## src/rtl/alu_seq_pkg.sv

```systemverilog
// Shared constants for the ALU control sequencer: opcode encoding, IR field
// positions, FSM state type and opcode-class helpers.
package alu_seq_pkg;

  localparam int OPC_W   = 5;
  localparam int FIELD_W = 4;

  localparam int OPC_LSB = 27;
  localparam int RA_LSB  = 23;
  localparam int RB_LSB  = 19;
  localparam int RC_LSB  = 15;

  localparam logic [OPC_W-1:0] OP_AND  = 5'd0;
  localparam logic [OPC_W-1:0] OP_OR   = 5'd1;
  localparam logic [OPC_W-1:0] OP_ADD  = 5'd2;
  localparam logic [OPC_W-1:0] OP_SUB  = 5'd3;
  localparam logic [OPC_W-1:0] OP_MUL  = 5'd4;
  localparam logic [OPC_W-1:0] OP_DIV  = 5'd5;
  localparam logic [OPC_W-1:0] OP_SHR  = 5'd6;
  localparam logic [OPC_W-1:0] OP_SHRA = 5'd7;
  localparam logic [OPC_W-1:0] OP_SHL  = 5'd8;
  localparam logic [OPC_W-1:0] OP_ROR  = 5'd9;
  localparam logic [OPC_W-1:0] OP_ROL  = 5'd10;
  localparam logic [OPC_W-1:0] OP_NEG  = 5'd11;
  localparam logic [OPC_W-1:0] OP_NOT  = 5'd12;

  typedef enum logic [3:0] {
    ST_IDLE, ST_T0, ST_T1, ST_T2, ST_T3, ST_T4, ST_T5, ST_T6, ST_ERR
  } seq_state_t;

  function automatic logic op_is_wide(input logic [OPC_W-1:0] op);
    return (op == OP_MUL) || (op == OP_DIV);
  endfunction

  function automatic logic op_is_unary(input logic [OPC_W-1:0] op);
    return (op == OP_NEG) || (op == OP_NOT);
  endfunction

  function automatic logic op_is_illegal(input logic [OPC_W-1:0] op);
    return op > OP_NOT;
  endfunction

endpackage

```

## src/rtl/ir_class_decode.sv

```systemverilog
// Combinational IR decode: register fields plus opcode class flags.
module ir_class_decode
  import alu_seq_pkg::*;
#(
  parameter int IR_W = 32
) (
  input  logic [IR_W-1:0]    ir,
  output logic [OPC_W-1:0]   op,
  output logic [FIELD_W-1:0] ra,
  output logic [FIELD_W-1:0] rb,
  output logic [FIELD_W-1:0] rc,
  output logic               is_wide,
  output logic               is_unary,
  output logic               is_illegal
);

  // Low immediate bits are irrelevant to register-format instructions.
  logic ir_unused;
  assign ir_unused = ^ir;

  assign op         = ir[OPC_LSB +: OPC_W];
  assign ra         = ir[RA_LSB +: FIELD_W];
  assign rb         = ir[RB_LSB +: FIELD_W];
  assign rc         = ir[RC_LSB +: FIELD_W];
  assign is_wide    = op_is_wide(op);
  assign is_unary   = op_is_unary(op);
  assign is_illegal = op_is_illegal(op);

endmodule

```

## src/rtl/alu_op_sequencer.sv

```systemverilog
// Fetch/execute control sequencer for one register-format ALU instruction.
// Optional feature: ALU_SEQ_MEM_WAIT_EN stretches T1 until mem_rdy.
module alu_op_sequencer
  import alu_seq_pkg::*;
#(
  parameter int IR_W      = 32,
  parameter int REG_SEL_W = 4
) (
  input  logic                 clock,
  input  logic                 clear,
  input  logic                 start,
  input  logic                 mem_rdy,
  input  logic [IR_W-1:0]      ir,
  output logic [4:0]           opcode,
  output logic                 IncPC,
  output logic                 PCout,
  output logic                 Zlowout,
  output logic                 Zhighout,
  output logic                 MDRout,
  output logic                 Rout,
  output logic                 MARin,
  output logic                 PCin,
  output logic                 MDRin,
  output logic                 IRin,
  output logic                 Yin,
  output logic                 Zin,
  output logic                 Rin,
  output logic                 LOin,
  output logic                 HIin,
  output logic                 Read,
  output logic [REG_SEL_W-1:0] reg_sel,
  output logic                 busy,
  output logic                 done,
  output logic                 illegal
);

  seq_state_t state_reg, state_next;

  logic [OPC_W-1:0]   op;
  logic [FIELD_W-1:0] ra, rb, rc;
  logic               is_wide, is_unary, is_illegal;

  ir_class_decode #(.IR_W(IR_W)) u_decode (
    .ir         (ir),
    .op         (op),
    .ra         (ra),
    .rb         (rb),
    .rc         (rc),
    .is_wide    (is_wide),
    .is_unary   (is_unary),
    .is_illegal (is_illegal)
  );

`ifndef ALU_SEQ_MEM_WAIT_EN
  logic mem_rdy_unused;
  assign mem_rdy_unused = mem_rdy;
`endif

  always_ff @(posedge clock) begin
    if (clear) state_reg <= ST_IDLE;
    else       state_reg <= state_next;
  end

  always_comb begin
    state_next = state_reg;
    case (state_reg)
      ST_IDLE: if (start) state_next = ST_T0;
      ST_T0:   state_next = ST_T1;
`ifdef ALU_SEQ_MEM_WAIT_EN
      ST_T1:   if (mem_rdy) state_next = ST_T2;
`else
      ST_T1:   state_next = ST_T2;
`endif
      ST_T2: begin
        if (is_illegal)    state_next = ST_ERR;
        else if (is_unary) state_next = ST_T4;
        else               state_next = ST_T3;
      end
      ST_T3:   state_next = ST_T4;
      ST_T4:   state_next = ST_T5;
      ST_T5:   state_next = is_wide ? ST_T6 : ST_IDLE;
      ST_T6:   state_next = ST_IDLE;
      ST_ERR:  state_next = ST_IDLE;
      default: state_next = ST_IDLE;
    endcase
  end

  always_comb begin
    opcode   = '0;
    IncPC    = 1'b0;
    PCout    = 1'b0;
    Zlowout  = 1'b0;
    Zhighout = 1'b0;
    MDRout   = 1'b0;
    Rout     = 1'b0;
    MARin    = 1'b0;
    PCin     = 1'b0;
    MDRin    = 1'b0;
    IRin     = 1'b0;
    Yin      = 1'b0;
    Zin      = 1'b0;
    Rin      = 1'b0;
    LOin     = 1'b0;
    HIin     = 1'b0;
    Read     = 1'b0;
    reg_sel  = '0;
    done     = 1'b0;
    illegal  = 1'b0;
    busy     = (state_reg != ST_IDLE);
    case (state_reg)
      ST_T0: begin
        PCout = 1'b1;
        MARin = 1'b1;
        IncPC = 1'b1;
        Zin   = 1'b1;
      end
      ST_T1: begin
        Read  = 1'b1;
        MDRin = 1'b1;
`ifdef ALU_SEQ_MEM_WAIT_EN
        // The incremented PC is committed only once, in the data-valid cycle.
        Zlowout = mem_rdy;
        PCin    = mem_rdy;
`else
        Zlowout = 1'b1;
        PCin    = 1'b1;
`endif
      end
      ST_T2: begin
        MDRout = 1'b1;
        IRin   = 1'b1;
      end
      ST_T3: begin
        Rout    = 1'b1;
        Yin     = 1'b1;
        reg_sel = REG_SEL_W'(rb);
      end
      ST_T4: begin
        Rout    = 1'b1;
        Zin     = 1'b1;
        opcode  = op;
        reg_sel = is_unary ? REG_SEL_W'(rb) : REG_SEL_W'(rc);
      end
      ST_T5: begin
        Zlowout = 1'b1;
        if (is_wide) begin
          LOin = 1'b1;
        end else begin
          Rin     = 1'b1;
          reg_sel = REG_SEL_W'(ra);
          done    = 1'b1;
        end
      end
      ST_T6: begin
        Zhighout = 1'b1;
        HIin     = 1'b1;
        done     = 1'b1;
      end
      ST_ERR:  illegal = 1'b1;
      default: ;
    endcase
  end

endmodule

```

## config.mk

```make
export PLATFORM = sky130hd
export DESIGN_NAME = alu_op_sequencer
export DESIGN_NICKNAME = d
export VERILOG_FILES = /design/src/rtl/alu_seq_pkg.sv /design/src/rtl/ir_class_decode.sv /design/src/rtl/alu_op_sequencer.sv
export SDC_FILE = /design/constraint.sdc
export NUM_CORES = 1
export LEC_CHECK = 0
export CORE_MARGIN = 2
export CORE_UTILIZATION = 27
export DETAILED_ROUTE_END_ITERATION = 16
export PLACE_DENSITY_LB_ADDON = 0.2
export REMOVE_ABC_BUFFERS = 1
export SKIP_LAST_GASP = 1
export SYNTH_ARGS = -nofsm -noshare
export SYNTH_HDL_FRONTEND = slang
export SYNTH_SLANG_ARGS = --single-unit
```

## constraint.sdc

```tcl
create_clock -name clock -period 2.1 [get_ports clock]
set_input_delay 0.42 -clock clock [delete_from_list [all_inputs] [get_ports clock]]
set_output_delay 0.42 -clock clock [all_outputs]
set_load 0.02 [all_outputs]
```

==> summary.txt, run 1 <==
CTS
  • Worst-Skew Late Latency: 250 ps
  • Hold-fix buffers, CTS: 0
  • Clock root buffer: sky130_fd_sc_hd__clkbuf_4
  • Clock transition at path regs: 40 ps
  • Max Buffers Root-to-Sink: 2
  • H-tree Lvls: 1
  • # Post-CTS Setup Buffers: 0
  • Clock tree from TritonCTS: yes
  • TritonCTS sink count: 4
  • Total CTS buffers: 3

Global route
  • GRT Residual Overflow: 0
  • Vias in the first global route: 738
  • Wire length of the first global-routing pass: 3230 um
  • Initial antenna violation count: 0
  • Maximum number of pins on one net before global-route repair: 10
  • GRT Total Usage: 16.5%

Critical path
  • Worst reg2reg setup slack: 690 ps
  • Critical path class: input pin to output port
  • Worst path arrival time: 1660 ps
  • Critical path endpoint category: output port
  • Worst path required time: 1680 ps
  • Start of the worst register-to-register path: state_reg[3]$_SDFFE_PP0P_
  • Biggest fanout along the worst timing path: 7
  • Category of the worst setup path launch point: input pin
  • Start point of the critical path: ir[28]

Route
  • Total number of vias: 770
  • Number of remaining DRC errors: 0
  • First-pass iteration count of the detailed router: 3
  • Number of design-rule violations left by the first detailed-router iteration: 7
  • Final routed wire length divided by cell count: 12.2 um
  • Per-cell via count in the routed design: 4.90
  • Count of nets left with antenna violations after detail routing: 0
  • DRT Wirelength: 1910 um

Floorplan
  • Area of the die: 0.00252 mm2
  • Number of placement rows: 16
  • Starting density of the core: 29.1%
  • # IOs: 64
  • Core region area: 0.00198 mm2
  • Horizontal extent of the die: 50.2 um
  • Overall die height: 50.2 um

Placed design
  • Placer Congestion: 0.790
  • Port Buffer Count: 47
  • Detailed Place HPWL: 1580 um
  • Cell Area, Placed: 0.00111 mm2

Power
  • Leakage power total: 0.553 nW
  • Combinational power share: 48.5%
  • NetSw: 0.124 mW
  • Clock power share: 27.9%
  • Design internal power: 0.236 mW
  • Ratio of total power to cell area: 316 mW/mm2
  • Flop pwr share: 23.6%
  • Switching portion of total power: 34.5%
  • Worst supply voltage drop on vdd: 0.275 mV

Job
  • Max-cap violations: 0

STA
  • Max_slew headroom: 77.1%
  • Final Setup Violations: 0
  • Final clock period utilization by the worst path: 98.9%
  • Clock skew after layout: 2.76 ps
  • WHS: 522 ps
  • Final Hold Viols: 0
  • Slew of the pin with the lowest slew margin: 341 ps
  • Number of pins with negative max-slew slack in the final report: 0
  • Setup repair after global routing missed its margin: true
  • Final min period: 2080 ps
  • Highest clock frequency the design can meet: 481 MHz

Logic synthesis
  • Area share of and/or/nand/nor cells after synthesis: 47.7%
  • Synth Flop Type: sky130_fd_sc_hd__dfxtp_1
  • Share of flip-flops with an asynchronous set or reset after synthesis: 0%
  • Compound-Gate Fraction of Synth Area: 19.1%
  • Main combinational cell family by area after synthesis: simple AND/OR/NAND/NOR gates
  • XOR/XNOR Fraction of Synth Area: 0%
  • Area share of fa/ha/maj cells after synthesis: 0%
  • Register bit total from synthesis: 4
  • Syn Std Cell Area: 577 um2
  • Mux contribution to synthesized area: 6.94%
  • Sequential-to-total area share from yosys stat: 13.9%
  • Number of instances in the synthesized netlist: 78
  • Number of warnings issued by yosys: 0
  • Number of flops mapped to enable cells by yosys: 0
  • Distinct cell type count of the synthesized netlist: 28
  • Average size of a mapped cell: 7.39 um2

Outcome
  • Outcome: finished, final reports clean

Worst hold path
  • Hold Startpoint: ir[31]
  • Worst min path class: input pin to flip-flop

Final layout
  • Final layout net count: 168
  • Final non-filler cell area: 0.00114 mm2
  • Share of post-route cells with drive strength above 1: 33.1%
  • P&R area growth vs syn: 97.8%
  • Fill cells: 191
  • Antenna diodes: 0
  • Flip-flop count of the largest register after layout: 4
  • Final core occ: 57.6%
## routing by layer
layer	vias up	wire, um	global-route usage, %
met5	-	0	0
met4	0	17	5.56
met3	3	92	5.06
met2	23	1020	29.4
met1	364	785	18.3
li1	380	-	-
## Yosys cell counts (2+ instances only)
cell type	instances	area share [%]
sky130_fd_sc_hd__a311oi_1	2	3.0
sky130_fd_sc_hd__a31oi_1	3	3.3
sky130_fd_sc_hd__and2_1	5	5.4
sky130_fd_sc_hd__and3_1	3	3.3
sky130_fd_sc_hd__buf_2	3	2.6
sky130_fd_sc_hd__buf_4	6	7.8
sky130_fd_sc_hd__clkbuf_1	3	2.0
sky130_fd_sc_hd__dfxtp_1	4	14
sky130_fd_sc_hd__mux2i_1	4	6.9
sky130_fd_sc_hd__nand2_1	3	2.0
sky130_fd_sc_hd__nand2b_1	4	4.3
sky130_fd_sc_hd__nor2_1	7	4.6
sky130_fd_sc_hd__nor2b_1	4	4.3
sky130_fd_sc_hd__nor3_1	3	2.6
sky130_fd_sc_hd__nor3_4	2	5.6
sky130_fd_sc_hd__nor3b_1	2	2.6
sky130_fd_sc_hd__o21ai_1	6	5.2
sky130_fd_sc_hd__or2_1	3	3.3
sky130_fd_sc_hd__or4_1	2	2.6
## power groups by stage
| stage | logic (mW) | clock network [mW] | registers, mW |
|---|---|---|---|
| 3_5_place_dp | 0.183 | 0 | 0.0860 |
| 6_report | 0.175 | 0.101 | 0.0849 |
| 2_1_floorplan | 0.0697 | 0 | 0.0909 |
| 5_1_grt | 0.190 | 0.114 | 0.0852 |
| 3_3_place_gp | 0.181 | 0 | 0.0863 |
| 4_1_cts | 0.171 | 0.106 | 0.0848 |
## logic make-up (layout without fill, tap and decap cells)
logic type / count (synthesis) / after routing
and+or+nand+nor: 43 / 43
AOI/OAI and AO/OA: 15 / 15
buffers and inverters: 12 / 64
muxes: 4 / 4
DFF: 4 / 4
## path summary, 6_finish.rpt
kind | to | cells after the start
worst max-delay path | done | 5
worst min-delay path | state_reg[2]$_SDFFE_PP0P_ | 4
worst max register to register | state_reg[1]$_SDFFE_PP0P_ | 5
worst min register to register | state_reg[1]$_SDFFE_PP0P_ | 3
## layout by cell type (no fill, tap or decap), types with 2 or more instances in the layout
cell type and count:
sky130_fd_sc_hd__nor2b_1 4, sky130_fd_sc_hd__and2_1 5, sky130_fd_sc_hd__nor2_1 6, sky130_fd_sc_hd__nor3_4 2, sky130_fd_sc_hd__o21ai_2 2, sky130_fd_sc_hd__buf_2 4
sky130_fd_sc_hd__or2_1 3, sky130_fd_sc_hd__a311oi_1 2, sky130_fd_sc_hd__clkbuf_4 3, sky130_fd_sc_hd__buf_6 2, sky130_fd_sc_hd__buf_4 17, sky130_fd_sc_hd__nor2_2 2
sky130_fd_sc_hd__o21ai_1 4, sky130_fd_sc_hd__nand2_1 3, sky130_fd_sc_hd__dlygate4sd2_1 20, sky130_fd_sc_hd__nand2b_1 4, sky130_fd_sc_hd__mux2i_1 4, sky130_fd_sc_hd__or4_1 2
sky130_fd_sc_hd__dfxtp_1 4, sky130_fd_sc_hd__clkdlybuf4s50_1 15, sky130_fd_sc_hd__a31oi_1 3, sky130_fd_sc_hd__and3_4 3, sky130_fd_sc_hd__nor3_1 2
## critical path, cell delays in order
cell,delay [ps]
sky130_fd_sc_hd__buf_8,100
sky130_fd_sc_hd__or4b_4,590
sky130_fd_sc_hd__nor3b_4,180
sky130_fd_sc_hd__or2_1,230
sky130_fd_sc_hd__buf_6,130
## metrics by stage
step | TNS (ps) | cells | power, mW | worst slack (ps)
after floorplan | -1970 | 66 | 0.161 | -362
after global placement | -5730 | 154 | 0.267 | -835
final | 0 | 157 | 0.361 | 22.1
after CTS | 0 | 157 | 0.362 | 0.494
after detailed placement | -5860 | 154 | 0.269 | -869
after global routing | -36.0 | 157 | 0.389 | -11.9
## layout make-up
cell class | count | area, um2 | share of cell area, %
Timing Repair Buffer | 61 | 532 | 46.6
Multi-Input combinational cell | 62 | 473 | 41.4
Sequential cell | 4 | 80.1 | 7.02
Tap cell | 27 | 33.8 | 2.96
Clock buffer | 3 | 22.5 | 1.97
## what timing repair did
| item | in CTS | in global routing |
|---|---|---|
| setup endpoints to repair | 27 | 8 |
| resized for setup | 78 | 8 |
| cloned | 0 | 0 |
| pin swaps | 7 | 6 |
No activity file was read; power rests on OpenSTA's default activity.
==> inputs of run 2 (changes only) <==
- SETUP_SLACK_MARGIN: default -> 0.05
==> run 2 against run 1 <==
Net effect:
- routed wire length rose by 1.2%
- first-iteration DRC count did not move
- register-to-register slack improved by 50 ps
- global-route usage did not move
- critical path depth rose by 1
- combinational power rose by 3%
- core utilization rose by 0.50 points
- setup slack got worse by 3.9 ps
- maximum frequency fell by 0.19%
- non-clock buffer count rose by 2
- via count rose by 0.52%
- critical path type unchanged
==> summary.txt, run 2 (same netlist as run 1, synthesis figures left out) <==
Outcome
  • Outcome: finished, final reports clean

Global route
  • Vias in the first global route: 738
  • Initial antenna violation count: 0
  • Maximum number of pins on one net before global-route repair: 10
  • GRT Total Usage: 16.5%
  • GRT Residual Overflow: 0
  • Wire length of the first global-routing pass: 3230 um

Power
  • Post-route total power: 0.366 mW
  • Switching portion of total power: 34.2%
  • Flop pwr share: 23.2%
  • Ratio of total power to cell area: 318 mW/mm2
  • Design internal power: 0.241 mW
  • Clock power share: 27.8%
  • NetSw: 0.125 mW
  • Worst supply voltage drop on vdd: 0.275 mV
  • Combinational power share: 49.1%
  • Leakage power total: 0.584 nW

Critical path
  • R2R depth: 5
  • Critical path endpoint category: output port
  • Worst reg2reg setup slack: 740 ps
  • Biggest fanout along the worst timing path: 5
  • Critical path class: input pin to output port
  • Worst path arrival time: 1660 ps
  • Worst path required time: 1680 ps
  • Category of the worst setup path launch point: input pin

Route
  • DRT Wirelength: 1940 um
  • Final routed wire length divided by cell count: 12.2 um
  • Number of remaining DRC errors: 0
  • Total number of vias: 774
  • First-pass iteration count of the detailed router: 4
  • Per-cell via count in the routed design: 4.87
  • Number of design-rule violations left by the first detailed-router iteration: 7
  • Count of nets left with antenna violations after detail routing: 0

Final layout
  • P&R area growth vs syn: 99.6%
  • Final non-filler cell area: 0.00115 mm2
  • Final cell count without fillers: 159
  • Fill cells: 195
  • Most frequent standard cell in the layout excluding fill and tap cells: sky130_fd_sc_hd__dlygate4sd2_1
  • Final layout net count: 170
  • Antenna diodes: 0
  • Leading cell types in the layout, fill and taps excluded: 20 x sky130_fd_sc_hd__dlygate4sd2_1, 19 x sky130_fd_sc_hd__buf_4, 14 x sky130_fd_sc_hd__clkdlybuf4s50_1
  • Flip-flop count of the largest register after layout: 4
  • Share of post-route cells with drive strength above 1: 33.3%

STA
  • Clock skew after layout: 2.60 ps
  • Setup repair after global routing missed its margin: true
  • Highest clock frequency the design can meet: 480 MHz
  • Final Hold Viols: 0
  • Final min period: 2080 ps
  • Slew of the pin with the lowest slew margin: 341 ps
  • WHS: 521 ps
  • Max_slew headroom: 77.1%
  • Final Setup Violations: 0
  • Number of pins with negative max-slew slack in the final report: 0
  • Final clock period utilization by the worst path: 99.1%

Placed design
  • DP Cell Count: 154
  • Cell Area, Placed: 0.00111 mm2
  • Placer Congestion: 0.790
  • Detailed Place HPWL: 1580 um
  • Port Buffer Count: 47

Floorplan
  • Starting density of the core: 29.1%
  • Core region area: 0.00198 mm2
  • Number of placement rows: 16
  • Overall die height: 50.2 um
  • Area of the die: 0.00252 mm2
  • # IOs: 64
  • Horizontal extent of the die: 50.2 um

CTS
  • Worst-Skew Late Latency: 250 ps
  • Clock root buffer: sky130_fd_sc_hd__clkbuf_4
  • H-tree Lvls: 1
  • Max Buffers Root-to-Sink: 2
  • Clock tree from TritonCTS: yes
  • TritonCTS sink count: 4
  • Hold-fix buffers, CTS: 0
  • Clock transition at path regs: 40 ps
  • Total CTS buffers: 3

Worst hold path
  • Worst min path class: input pin to flip-flop
  • WHS Path Cells: 4

Job
  • Max-cap violations: 0
## run 2: changes by cell type in the layout (fill, tap and decap cells not counted), sizes merged
cell           before  now
clkdlybuf4s50      15   14
buf                24   27
dlymetal6s2s        0    1
clkdlybuf4s15       2    1
## run 2: worst max-delay path: stages
cell,delay (ps)
sky130_fd_sc_hd__buf_6,100
sky130_fd_sc_hd__or3b_4,400
sky130_fd_sc_hd__a21oi_4,240
sky130_fd_sc_hd__mux2i_1,230
sky130_fd_sc_hd__o32ai_1,100
sky130_fd_sc_hd__buf_2,170
## run 2: layout make-up
cell class,instances,area (um2),share of cell area (%)
repair buffers,63,553,48.0
flip-flops and latches,4,80.1,6.96
multi-input cells,62,462,40.1
well taps,27,33.8,2.93
clock buffers,3,22.5,1.96
## run 2: timing repair
item / 4_1_cts / 5_1_grt
resized for setup: 79 / 8
pin swaps: 7 / 5
endpoints found under the setup margin: 27 / 10
buffers inserted: 2 / 0
## run 2: routing by layer
metal,wire length [um],share of wire [%],global-route usage [%]
met5,0,0,0
met4,17,0.88,5.56
met3,123,6.4,5.06
met2,1020,52,29.4
met1,779,40,18.3
## run 2: worst paths after layout
| check | start | end |
|---|---|---|
| max | ir[27] | reg_sel[2] |
| min | ir[31] | state_reg[2]$_SDFFE_PP0P_ |
| max reg2reg | state_reg[3]$_SDFFE_PP0P_ | state_reg[1]$_SDFFE_PP0P_ |
| min reg2reg | state_reg[3]$_SDFFE_PP0P_ | state_reg[1]$_SDFFE_PP0P_ |
## run 2: through the flow
step,util (%),setup WS (ps),TNS [ps]
final,58.1,18.3,0
after CTS,56.6,7.07,0
after global routing,58.1,-6.22,-14.8
after detailed placement,56.3,-869,-5860
after floorplan,-,-362,-1970
after global placement,56.3,-835,-5730
## run 2: power groups by stage
| stage | Sequential [mW] | Clock (mW) | Combinational, mW |
|---|---|---|---|
| after CTS | 0.0848 | 0.106 | 0.176 |
| after global routing | 0.0852 | 0.114 | 0.194 |
| after detailed placement | 0.0860 | 0 | 0.183 |
| after global placement | 0.0863 | 0 | 0.181 |
| final | 0.0849 | 0.102 | 0.180 |
| after floorplan | 0.0909 | 0 | 0.0697 |
